$ cat config.mk
export PLATFORM = sky130hd
export DESIGN_NAME = alu_nibble_serial_sub
export DESIGN_NICKNAME = d
export VERILOG_FILES = /design/src/rtl/alu_nibble_serial_sub.sv
export SDC_FILE = /design/constraint.sdc
export NUM_CORES = 1
export LEC_CHECK = 0
export ABC_CLOCK_PERIOD_IN_PS = 10600
export CORE_UTILIZATION = 55
export CTS_CLUSTER_SIZE = 16
export DETAILED_ROUTE_END_ITERATION = 10
export HOLD_SLACK_MARGIN = 0.06
export PLACE_DENSITY_LB_ADDON = 0.08
export SYNTH_ARGS = -nofsm -noshare
export SYNTH_HDL_FRONTEND = slang
export SYNTH_SLANG_ARGS = --single-unit
$ cat constraint.sdc
create_clock -name clk -period 10.6 [get_ports clk]
set_clock_uncertainty 0.15 [all_clocks]
set_input_delay 1.06 -clock clk [delete_from_list [all_inputs] [get_ports clk]]
set_output_delay 1.06 -clock clk [all_outputs]
set_load 0.02 [all_outputs]
$ cat src/rtl/alu_nibble_serial_sub.sv
// Nibble-serial subtractor: D = A - B - borrow, 4 bits per clock, LSB nibble first,
// active-low borrow in/out. Define SUB_OVF_EN to enable the signed-overflow flag V.
module alu_nibble_serial_sub #(
    parameter int WIDTH   = 16,
    parameter int NIBBLES = WIDTH / 4
) (
    input  logic             clk,
    input  logic             rst_inverse,
    input  logic             start,
    input  logic [WIDTH-1:0] A,
    input  logic [WIDTH-1:0] B,
    input  logic             Bi_inverse,
    output logic             busy,
    output logic             done,
    output logic [WIDTH-1:0] D,
    output logic             Bo_inverse,
    output logic             Z,
    output logic             V
);

    localparam int CNT_W = (NIBBLES > 1) ? $clog2(NIBBLES) : 1;
    localparam logic [CNT_W-1:0] LAST_NIB = CNT_W'(NIBBLES - 1);

    typedef enum logic [1:0] {
        ST_IDLE = 2'd0,
        ST_RUN  = 2'd1,
        ST_DONE = 2'd2
    } state_t;

    // Result bit 4 is the borrow out (set when the nibble difference went negative).
    function automatic logic [4:0] sub_nibble(input logic [3:0] a_nib,
                                              input logic [3:0] b_nib,
                                              input logic       b_in);
        sub_nibble = {1'b0, a_nib} - {1'b0, b_nib} - {4'b0000, b_in};
    endfunction

    state_t             state_q, state_d;
    logic [CNT_W-1:0]   cnt_q, cnt_d;
    logic [WIDTH-1:0]   a_q, a_d;
    logic [WIDTH-1:0]   b_q, b_d;
    logic               borrow_q, borrow_d;
    logic [WIDTH-1:0]   d_q, d_d;
    logic               busy_q, busy_d;
    logic               done_q, done_d;
    logic               bo_q, bo_d;
    logic               z_q, z_d;
    logic               v_q, v_d;

    logic [4:0]         nib_res_s;
    logic [WIDTH-1:0]   d_next_s;
    logic               last_s;

    // State register.
    always_ff @(posedge clk or negedge rst_inverse) begin
        if (!rst_inverse) begin
            state_q <= ST_IDLE;
        end else begin
            state_q <= state_d;
        end
    end

    // Next-state logic.
    always_comb begin
        state_d = state_q;
        case (state_q)
            ST_IDLE: begin
                if (start) begin
                    state_d = ST_RUN;
                end else begin
                    state_d = ST_IDLE;
                end
            end
            ST_RUN: begin
                if (last_s) begin
                    state_d = ST_DONE;
                end else begin
                    state_d = ST_RUN;
                end
            end
            ST_DONE: state_d = ST_IDLE;
            default: state_d = ST_IDLE;
        endcase
    end

    // Current-nibble arithmetic and the full D value it produces.
    always_comb begin
        nib_res_s = sub_nibble(a_q[cnt_q*4 +: 4], b_q[cnt_q*4 +: 4], borrow_q);
        d_next_s  = d_q;
        d_next_s[cnt_q*4 +: 4] = nib_res_s[3:0];
        last_s    = (cnt_q == LAST_NIB);
    end

    // Output and datapath next values.
    always_comb begin
        cnt_d    = cnt_q;
        a_d      = a_q;
        b_d      = b_q;
        borrow_d = borrow_q;
        d_d      = d_q;
        busy_d   = busy_q;
        done_d   = 1'b0;
        bo_d     = bo_q;
        z_d      = z_q;
        v_d      = v_q;
        case (state_q)
            ST_IDLE: begin
                if (start) begin
                    a_d      = A;
                    b_d      = B;
                    borrow_d = ~Bi_inverse;
                    cnt_d    = {CNT_W{1'b0}};
                    busy_d   = 1'b1;
                end else begin
                    busy_d   = 1'b0;
                end
            end
            ST_RUN: begin
                d_d      = d_next_s;
                borrow_d = nib_res_s[4];
                cnt_d    = cnt_q + CNT_W'(1);
                if (last_s) begin
                    busy_d = 1'b0;
                    done_d = 1'b1;
                    bo_d   = ~nib_res_s[4];
                    z_d    = (d_next_s == {WIDTH{1'b0}});
                    v_d    = (a_q[WIDTH-1] != b_q[WIDTH-1]) &&
                             (d_next_s[WIDTH-1] != a_q[WIDTH-1]);
                end else begin
                    busy_d = 1'b1;
                end
            end
            ST_DONE: begin
                busy_d = 1'b0;
                done_d = 1'b0;
            end
            default: begin
                busy_d = 1'b0;
                done_d = 1'b0;
            end
        endcase
    end

    // Datapath and output registers.
    always_ff @(posedge clk or negedge rst_inverse) begin
        if (!rst_inverse) begin
            cnt_q    <= {CNT_W{1'b0}};
            a_q      <= {WIDTH{1'b0}};
            b_q      <= {WIDTH{1'b0}};
            borrow_q <= 1'b0;
            d_q      <= {WIDTH{1'b0}};
            busy_q   <= 1'b0;
            done_q   <= 1'b0;
            bo_q     <= 1'b1;
            z_q      <= 1'b0;
        end else begin
            cnt_q    <= cnt_d;
            a_q      <= a_d;
            b_q      <= b_d;
            borrow_q <= borrow_d;
            d_q      <= d_d;
            busy_q   <= busy_d;
            done_q   <= done_d;
            bo_q     <= bo_d;
            z_q      <= z_d;
        end
    end

`ifdef SUB_OVF_EN
    // Overflow flag register, updated only on the final nibble.
    always_ff @(posedge clk or negedge rst_inverse) begin
        if (!rst_inverse) begin
            v_q <= 1'b0;
        end else begin
            v_q <= v_d;
        end
    end
`else
    // With overflow disabled the flag is a constant; v_d is left unused.
    assign v_q = 1'b0;
    logic unused_v_s;
    assign unused_v_s = v_d;
`endif

    assign busy       = busy_q;
    assign done       = done_q;
    assign D          = d_q;
    assign Bo_inverse = bo_q;
    assign Z          = z_q;
    assign V          = v_q;

endmodule

======== Word level (Yosys, flattened, before mapping) ========
Index checks and enable logic that the tools add are counted.
storage, ports and cells
  register bits ........................... 57
  output and inout bits ................... 21
  word-level logic and storage cells ...... 42
cells by class
  shift-type cells ........................ 4
  bitwise logic cells ..................... 2
  equality and inequality tests ........... 3
  reduce and logical (&&, ||, !) cells .... 6
  $add $sub $neg .......................... 4
  muxes and demuxes ....................... 13
operator list
  kind                       number
  $neg A4 Y34                1
  $shift A4 B34 Y16 const A  1
  $shiftx A4 B34 Y16         1
  $shiftx A16 B5 Y4          2
  $bwmux W16                 1
  $logic_not A16 Y1          1
  $pmux W2 S2                2
  $mux W1                    6
  $reduce_and A2 Y1          3
  $sub A4 B4 Y5              1
  $sub A5 B1 Y5              1
  $mux W2                    2
  $pmux W1 S2                2
  $add A2 B1 Y2 const B      1
  $eq A2 B1 Y1 const B       1
  $eq A2 B2 Y1 const B       1
  $logic_not A2 Y1           1
  $ne A2 B2 Y1 const B       1
  $not A1 Y1                 2
  $reduce_bool A2 Y1         1

======== Longest topological paths before layout ========
  depth in word-level cells ............... 6
  depth in mapped cells ................... 11

======== Worst setup path before layout ========
Ideal clock, no wire load.
  path type ............................... register -> register
  start ................................... register cnt_q[0]
  end ..................................... register z_q (netlist: Z)
  path slack .............................. 6507 ps
  arrival ................................. 3877 ps
  stages on the path, launching flop included .. 11
  library setup time ...................... 66 ps
  data required time ...................... 10384 ps
  clock period less this slack ............ 4093 ps
  buffers on the path ..................... 2
  cells stage by stage .................... dfrtp_1 -> buf_2 -> buf_1 -> mux4_2 -> fa_1 -> fa_1 -> and2b_4 -> a31o_1 -> or4b_1 -> a2111oi_2 -> a22o_1
between the ends
  longest elaborated chain between the ends .. 6
  elaborated cells on any way between the ends .. 11
ends and longest elaborated chain
  what                    line  source
  from (decl)             38    logic [CNT_W-1:0] cnt_q, cnt_d;
  from (signal assigned)  146   cnt_q <= {CNT_W{1'b0}};
  from (signal assigned)  156   cnt_q <= cnt_d;
  $shiftx A16 B5 Y4       87    nib_res_s = sub_nibble(a_q[cnt_q*4 +: 4], b_q[cnt_q*4 +: 4], borrow_q);
  $sub A4 B4 Y5           34    sub_nibble = {1'b0, a_nib} - {1'b0, b_nib} - {4'b0000, b_in};
  $sub A5 B1 Y5           34
  $shiftx A4 B34 Y16      89    d_next_s[cnt_q*4 +: 4] = nib_res_s[3:0];
  $bwmux W16              89
  $logic_not A16 Y1       125   z_d = (d_next_s == {WIDTH{1'b0}});
  to (signal assigned)    164   z_q <= z_d;
  to (decl)               46    logic z_q, z_d;
Parallel ways exist; a longest one is shown, timed or not.
A chain may end at the register's enable or synchronous reset.

======== Worst setup path in the final report ========
Ends and elaborated chain as after synthesis.

==> flow_summary.ini <==
[timing]
finalSetupTns_ns = 0
max-slew-margin-rel = 0.426
period_share = 0.403
finalSetupViolations = 0
fmax_mhz = 234
drv_slew = 0
hold_viol_final = 0
fin_crit_ns = 4.27
tightest_slew_ns = 0.861
setup_ws_ns = 6.33
whs_ns = 0.347
rsz0062_at_grt = no

[power_and_ir_drop]
powerDensity_nw_per_um2 = 352
p_leak_nw = 1.47
p_sw_frac = 0.420
p_comb_frac = 0.590
internal_power_mw = 0.708
pwr-share-clk = 0.091
power_mw = 1.22
p_seq_frac = 0.320
vdd_ir_drop_max_uv = 171
p_switching_mw = 0.513

[min_path]
worstHoldStart = b_q[7]
holdPathEnd = b_q[7]
worstHoldPathCells = 1
hold_class = reg2reg

[finish]
drive_above_1_share = 0.201
n_antenna_cell = 0
final_cell_mix = dfrtp_1, clkdlybuf4s50_1, mux2_2
mostFrequentLayoutCell = dfrtp_1
nets = 325
fillers = 385
fin_cells = 345
area_growth_pct = 24.1

[synthesis]
synth_cell_types = 44
ys_seq_area_frac = 0.502
yosys_warnings = 0
yosys_register_bits = 56
netlist_instances = 225
avgSynthCellArea_sq_um = 12.4
synth.cell_area_sq_um = 2800
syn-num-nets = 273

[clock_network]
clk_path_buf_depth = 2
cts-root-buf = clkbuf_8
clock-sinks = 56
path_clk_slew_ns = 0.10
cts_resized = 0
numCtsBuffers = 5
postCtsHoldBufs = 0
insertion_delay_ns = 0.30
cts_htree_levels = 2
cts_tree = built
postCtsSetupBuffers = 0

[floorplanning]
ioPinCount = 57
fp.dieH_microns = 73.3
start_util = 0.580
core_sq_um = 4820
die_x_microns = 73.3
die_area_sq_um = 5370
rows = 25

[routing]
route.top_layer_used = met4
wl_met3_microns = 194
route.detailed.drc = 0
vias = 1890
vias_per_cell = 5.48
met1_length_microns = 2220
wl_per_cell_microns = 14.8
wl_met2_microns = 2700
ant_nets = 0
routed_wl_microns = 5120
drt_iter0_markers = 127
drt-pass1-iter-count = 5

[worst_setup_path]
worstSetupPathType = reg2reg
required_ns = 10.68
cp_max_fo = 20
reg2reg_from = cnt_q[0]
rr_endpoint = Z
crit_arrival_ns = 4.36
crit_path_start_kind = register
end_kind = register
worst-r2r-setup-slack_ns = 6.33
reg2reg_depth = 8

[global_routing]
grtUsageTotal = 0.219
grt_pass1_vias = 1919
grt-ovfl-total = 0
grt_antenna_before_repair = 0
grt_max_degree = 57
grt_pass1_wl_microns = 8860

[place]
hpwl_microns = 3770
dp_slack_ns = 6.34
port_buffers = 55
placed_cells_incl_taps = 337
gp_congestion = 0.818

[job]
maxCapViolations = 0

[status]
status = completed
-- per-stage QoR --
step / area (sq um) / util
global route: 3470 / 0.720
CTS: 3470 / 0.720
global placement: 3380 / 0.702
floorplan: 2800 / -
finish: 3470 / 0.720
detailed placement: 3380 / 0.702
-- flip-flops by register name, summed over array words and instances (netlist names) --
| signal | cells |
|---|---|
| Bo_inverse | 1 |
| D | 16 |
| Z | 1 |
| a_q | 16 |
| b_q | 16 |
| borrow_q | 1 |
| cnt_q | 2 |
| done | 1 |
| state_q | 2 |
-- cell families (layout without fill, tap and decap cells) --
logic type / Yosys count / after routing / share of synthesized area
compound gates: 35 / 35 / 0.0900
other cells: 1 / 1 / 0.00134
xor+xnor: 4 / 4 / 0.0125
flops: 56 / 56 / 0.502
buf+inv: 24 / 77 / 0.0376
fa+ha+maj: 12 / 12 / 0.0591
mux: 41 / 41 / 0.197
simple gates: 52 / 52 / 0.100
-- Yosys cell counts, drive strengths merged --
cell type,n,area share
a2111oi,1,0.0054
nor2b,9,0.020
dfstp,1,0.0094
xnor2,3,0.0094
o21bai,1,0.0027
nor2,5,0.0067
o21ai,11,0.020
a31oi,1,0.0022
or2b,1,0.0027
buf,8,0.016
o22ai,1,0.0022
mux4,8,0.064
clkbuf,4,0.0054
mux2,33,0.13
a22o,6,0.019
nand2b,2,0.0045
xor2,1,0.0031
and2b,3,0.0090
clkinv,1,0.0018
ha,10,0.045
dfrtp,55,0.49
or3,1,0.0022
inv,11,0.015
nand3,1,0.0018
nand4,3,0.0067
o31ai,3,0.0081
conb,1,0.0013
fa,2,0.014
a21oi,4,0.0072
o221ai,1,0.0054
nand4b,1,0.0031
a31o,1,0.0031
nor4,1,0.0022
o211ai,1,0.0027
or4b,1,0.0036
a41oi,4,0.013
nand2,23,0.034
nand4bb,1,0.0040
-- layout make-up --
cell class / instances / area [sq um] / area share
clock inverter: 2 / 12.5 / 0.00361
multi-input combinational: 145 / 1290 / 0.372
inverter: 12 / 46.3 / 0.0133
tap: 67 / 83.8 / 0.0242
clock buffer: 6 / 72.6 / 0.0209
timing repair buffer: 57 / 561 / 0.162
sequential: 56 / 1400 / 0.404
-- worst max-delay path by stage --
stage                     startpoint  end  slack (ns)  cells past startpoint
after global routing        cnt_q[0]    Z        6.09                      8
after global placement      cnt_q[0]    Z        6.51                      8
after floorplan             cnt_q[0]    Z        6.51                     10
after detailed placement    cnt_q[0]    Z        6.34                      8
final                       cnt_q[0]    Z        6.33                      8
after CTS                   cnt_q[0]    Z        6.34                      8
-- critical path, cell delays in order, from the launching register on --
cell and delay (ns):
dfrtp_1 0.92, mux4_2 0.63, fa_1 0.43, fa_1 0.46, xnor2_1 0.43, a21oi_1 0.06, or4b_1 0.55, a2111oi_2 0.38
a22o_1 0.19
-- power by group through the flow --
| stage | Sequential, mW | Combinational (mW) | Clock (mW) |
|---|---|---|---|
| 6_report | 0.390 | 0.720 | 0.111 |
| 5_1_grt | 0.406 | 0.796 | 0.121 |
| 4_1_cts | 0.391 | 0.721 | 0.114 |
| 3_5_place_dp | 0.396 | 0.720 | 0 |
| 3_3_place_gp | 0.394 | 0.702 | 0 |
| 2_1_floorplan | 0.393 | 0.523 | 0 |
-- layer usage --
layer / track usage / vias up
met5: 0 / -
met2: 0.388 / 54
li1: - / 902
met4: 0.0385 / 0
met3: 0.0398 / 2
met1: 0.287 / 932
Power figures use the tool's default switching activity.
